File: src/rtl/seq_detector_param.sv
// Serial pattern detector with a runtime-loadable pattern and length.
// Supports overlapping and non-overlapping detection and keeps a saturating match count.
module seq_detector_param #(
  parameter int MAX_LEN = 8,
  parameter int CNT_W   = 8,
  parameter int OVERLAP = 1,
  localparam int LEN_W  = $clog2(MAX_LEN) + 1
) (
  input  logic               clk,
  input  logic               rst,
  input  logic               cfg_load,
  input  logic [MAX_LEN-1:0] cfg_pattern,
  input  logic [LEN_W-1:0]   cfg_len,
  input  logic               in_valid,
  input  logic               in_bit,
  input  logic               cnt_clr,
  output logic               match,
  output logic [CNT_W-1:0]   match_count,
  output logic               cfg_err,
  output logic               armed
);

  typedef enum logic [1:0] {UNCFG, FILL, TRACK} state_t;

  state_t             state;
  logic [MAX_LEN-1:0] hist, hist_nxt, pat_q, mask;
  logic [LEN_W-1:0]   len_q, fill, fill_nxt;
  logic               accept, hit, len_ok, cnt_max;

  always_comb begin
    hist_nxt = {hist[MAX_LEN-2:0], in_bit};
    fill_nxt = (fill < len_q) ? fill + LEN_W'(1) : fill;
    mask     = '0;
    for (int i = 0; i < MAX_LEN; i++) mask[i] = (i < int'(len_q));
    accept   = in_valid && (state != UNCFG) && !cfg_load;
    // Only the low len_q bits take part; stale pattern bits above are masked off.
    hit      = accept && (fill_nxt == len_q) && (((hist_nxt ^ pat_q) & mask) == '0);
    len_ok   = (cfg_len != '0) && (cfg_len <= LEN_W'(MAX_LEN));
    cnt_max  = &match_count;
  end

  always_ff @(posedge clk or posedge rst) begin
    if (rst) begin
      state       <= UNCFG;
      hist        <= '0;
      pat_q       <= '0;
      len_q       <= '0;
      fill        <= '0;
      match       <= 1'b0;
      match_count <= '0;
      cfg_err     <= 1'b0;
      armed       <= 1'b0;
    end else begin
      match <= hit;
      if (cnt_clr)
        match_count <= hit ? CNT_W'(1) : '0;
      else if (hit && !cnt_max)
        match_count <= match_count + CNT_W'(1);

      if (cfg_load) begin
        fill <= '0;
        if (len_ok) begin
          pat_q   <= cfg_pattern;
          len_q   <= cfg_len;
          cfg_err <= 1'b0;
          state   <= FILL;
          armed   <= 1'b1;
        end else begin
          cfg_err <= 1'b1;
          state   <= UNCFG;
          armed   <= 1'b0;
        end
      end else if (accept) begin
        hist <= hist_nxt;
        // Non-overlapping mode restarts the fill so the next match needs fresh bits.
        if (hit && OVERLAP == 0) begin
          fill  <= '0;
          state <= FILL;
        end else begin
          fill <= fill_nxt;
          if (fill_nxt == len_q) state <= TRACK;
        end
      end
    end
  end

endmodule

File: config.mk
export PLATFORM = sky130hd
export DESIGN_NAME = seq_detector_param
export DESIGN_NICKNAME = d
export VERILOG_FILES = /design/src/rtl/seq_detector_param.sv
export SDC_FILE = /design/constraint.sdc
export NUM_CORES = 1
export LEC_CHECK = 0
export ABC_AREA = 0
export CAP_MARGIN = 20
export CORE_UTILIZATION = 50
export DETAILED_ROUTE_END_ITERATION = 12
export GPL_TIMING_DRIVEN = 1
export PLACE_DENSITY = 0.74
export SLEW_MARGIN = 20
export SYNTH_ARGS = -nofsm -noshare
export SYNTH_HDL_FRONTEND = slang
export SYNTH_SLANG_ARGS = --single-unit
export TNS_END_PERCENT = 1
File: constraint.sdc
create_clock -name clk -period 2.9 [get_ports clk]
set_input_delay 0.58 -clock clk [delete_from_list [all_inputs] [get_ports clk]]
set_output_delay 0.58 -clock clk [all_outputs]
set_load 0.01 [all_outputs]
==> impl_results.md <==
- Vias: approximately 1600
- Fmax achieved: 391 MHz
- Slew Limit Fails: 0
- Max Root-Sink Buffers: 2
- Number of diodes: 0
- GR Overflow Total: 0
- Worst-Margin Slew: 0.581 ns
- DRC viols: 0
- Top Ports: 29
- VDD IR max: 0.378 mV
- Critical Path AT: 2.76 ns
- Fill count: between 300 and 400
- Layout cells sized above 1: between 10% and 20%
- CP top delay family: simple AND/OR/NAND/NOR gates
- Initial antenna violation count: 0
- CP startpoint kind: flop
- Status: finished, final reports clean
- PortBufs: 28
- Via density: 5.64
- Clock power share: 25.7%
- Syn Inst Count: 191
- First-pass GRT wire length: roughly 7000 um
- Top cell type's share of synthesized area: 45.1%
- Initial DRC Count: 110
- Clk_skew: 0.00780 ns
- Row cnt: 22
- Simple-gate share of the synthesized area: 19.2%
- Min cycle time layout: 2.56 ns
- Nets@finish: 249
- Clk Latency, worst-skew pair: 0.28 ns
- Routability Congestion: around 0.94
- Top-count cell post-synth: dfrtp_1
- Clock-pin slew on the worst setup and hold paths: roughly 0.070 ns
- Post-Synth Adder-Cell Area: 3.13%
- EDFF count, synth: 0
- Slew HR: 61.1%
- Final worst slack: 0.343 ns
- Die area: 4260 um2
- Syn avg cell area: 10.5 um2
- P_leak: 1.03 nW
- Crit path max fanout: 7
- Cell Area, Synth: 2000 um2
- CTS H-Tree Depth: 2
- DR pass1 iterations: 4
- Vias in the first global route: 1612
- Critical Path Sink Type: flop
- Post-synth top area cell: dfrtp_1
- Hold_buf cts: 0
- Worst Path Required: 3.10 ns
- Combinational power share: 27.7%
- Final setup fails: 0
- Mapped Nets: 214
- CTS tree: done
- Setup TNS: 0 ns
- Antenna Nets Post-Route: 0
- Num Clock Sinks: 36
- Total wire length: 4000 um
- Pint: 986 uW
- Area contributors post-synth: dfrtp_1 45%, mux2_2 11%, xnor2_1 5.3%, ha_1 3.1%, a21oi_1 2.8%
- Sw power: 404 uW
- CORE AREA: 3740 um2
- Mux contribution to synthesized area: 12.3%
- Most common library cells after synthesis: 36 x dfrtp_1, 19 x mux2_2, 13 x nor2_1
- Synth warn: 0
- CP cell instances: ha_1 > nand3_1 > nor2_1 > nor4_1 > nor3b_4 > nand4_2 > or4_1 > a21oi_1
- Buf/Inv on CP: 0
- Synth Area in XOR/XNOR: under 10%
- Root Driver: clkbuf_8
- Final HPWL DP: 3000 um
- Crit Path Class: reg -> reg
- Yosys cell types: 44
- Largest stage delay, worst path: 0.47 ns
- CP max-delay cell: or4_1
- Seq/Total Area, Yosys: 45.1%
- Worst min path class: reg -> reg
- Initial core utilization: 53.4%
- Die X: 65.2 um
- Final Cycle Share: 88.2%
- Final Hold Vio Count: 0
- Sw frac: 29.1%
- Synth Area in Compound Gates: 10.1%
- Layout area overhead: 22.2%
- CTS Buf Count: 5
- Setup WS pre-CTS: 0.286 ns
- Async set-reset flop share out of synthesis: 100%
- #FFs+latches synth: 36
- Total Routing Usage GR: around 22%
- Largest net degree at the start of global routing: 37
- Routed wire per std cell: 14.5 um
- Largest family of logic cells by synthesized area: simple AND/OR/NAND/NOR gates
- RSZ-0062 raised after global routing: no
- Top FF cell, synth: dfrtp_1
- Sequential share of power: a little under half
- DIE HEIGHT: 65.2 um
- Maxcap violations: 0
- Post-CTS setup buffer count: 0
- # resized after CTS: 0
- Total chip power: 1.39 mW
- PD cells: between 500 and 600 nW/um2
-- final cells by class --
type                            count  area (um2)  share of cell area (%)
Tap cell                           48        60.1                    2.46
Multi-Input combinational cell    138        1030                    42.0
Timing Repair Buffer               34         325                    13.3
Inverter                           11        41.3                    1.69
Sequential cell                    36         901                    36.9
Clock buffer                        8        90.1                    3.69
-- path summary, 6_finish.rpt --
path	start	end	slack (ns)	depth (start not counted)
hold / removal	cfg_err$_DFFE_PP0P_	cfg_err$_DFFE_PP0P_	0.48	1
setup / recovery	fill[2]$_DFFE_PP0P_	match_count[7]$_DFFE_PP0P_	0.34	8
min in group asynchronous	rst	match_count[6]$_DFFE_PP0P_	0.69	3
max in group asynchronous	rst	pat_q[0]$_DFFE_PP0P_	1.87	3
hold reg to reg	cfg_err$_DFFE_PP0P_	cfg_err$_DFFE_PP0P_	0.48	1
setup reg to reg	fill[2]$_DFFE_PP0P_	match_count[7]$_DFFE_PP0P_	0.34	8
-- metal layers --
layer	part of all wire (%)	track usage, %
met3	3.7	5.03
met5	0	0
met4	2.8	10.9
met1	42	25.1
met2	52	37.8
-- placed cells by master, fill, tap and decap left out, types with 3 or more instances in the layout --
cell type | synthesis | final
o21ai_1 | 5 | 5
nand3_1 | 6 | 6
a21oi_1 | 11 | 11
nor2_1 | 13 | 13
xnor2_1 | 12 | 12
o21ai_0 | 4 | 4
clkbuf_8 | 0 | 6
clkdlybuf4s50_1 | 0 | 28
and3_1 | 3 | 3
inv_1 | 11 | 11
o31ai_1 | 5 | 5
o22ai_1 | 3 | 3
mux2_2 | 19 | 19
nor2b_1 | 5 | 5
or3_1 | 3 | 3
nor3_1 | 4 | 4
xor2_1 | 3 | 3
buf_4 | 0 | 6
nand2_1 | 8 | 8
dfrtp_1 | 36 | 36
or4_1 | 3 | 3
ha_1 | 5 | 5
-- registers in the layout, summed over array words and instances, names as in the netlist --
register,cells
match_count,8
pat_q,8
hist,7
fill,4
len_q,4
state,2
armed,1
cfg_err,1
match,1
-- through the flow --
stage,instances,utilization (%),hold slack (ns),area [um2]
global placement,267,62.9,0.461,2350
floorplan,191,-,0.457,2000
CTS,275,65.3,0.482,2440
finish,275,65.3,0.476,2440
global route,275,65.3,0.501,2440
detailed placement,267,62.9,0.467,2350
-- power groups by stage --
| stage | Sequential [mW] | Combinational [mW] | Clock, mW |
|---|---|---|---|
| 6_report | 0.647 | 0.385 | 0.358 |
| 3_5_place_dp | 0.658 | 0.386 | 0 |
| 5_1_grt | 0.662 | 0.424 | 0.387 |
| 4_1_cts | 0.648 | 0.388 | 0.365 |
| 2_1_floorplan | 0.644 | 0.293 | 0 |
| 3_3_place_gp | 0.654 | 0.373 | 0 |
-- cell families (layout without fill, tap and decap cells) --
| family | Yosys count | count (layout) |
|---|---|---|
| buf+inv | 17 | 53 |
| fa+ha+maj | 5 | 5 |
| simple gates | 63 | 63 |
| mux | 22 | 22 |
| flops | 36 | 36 |
| xor+xnor | 15 | 15 |
| compound gates | 33 | 33 |
No activity file was read; power rests on OpenSTA's default activity.
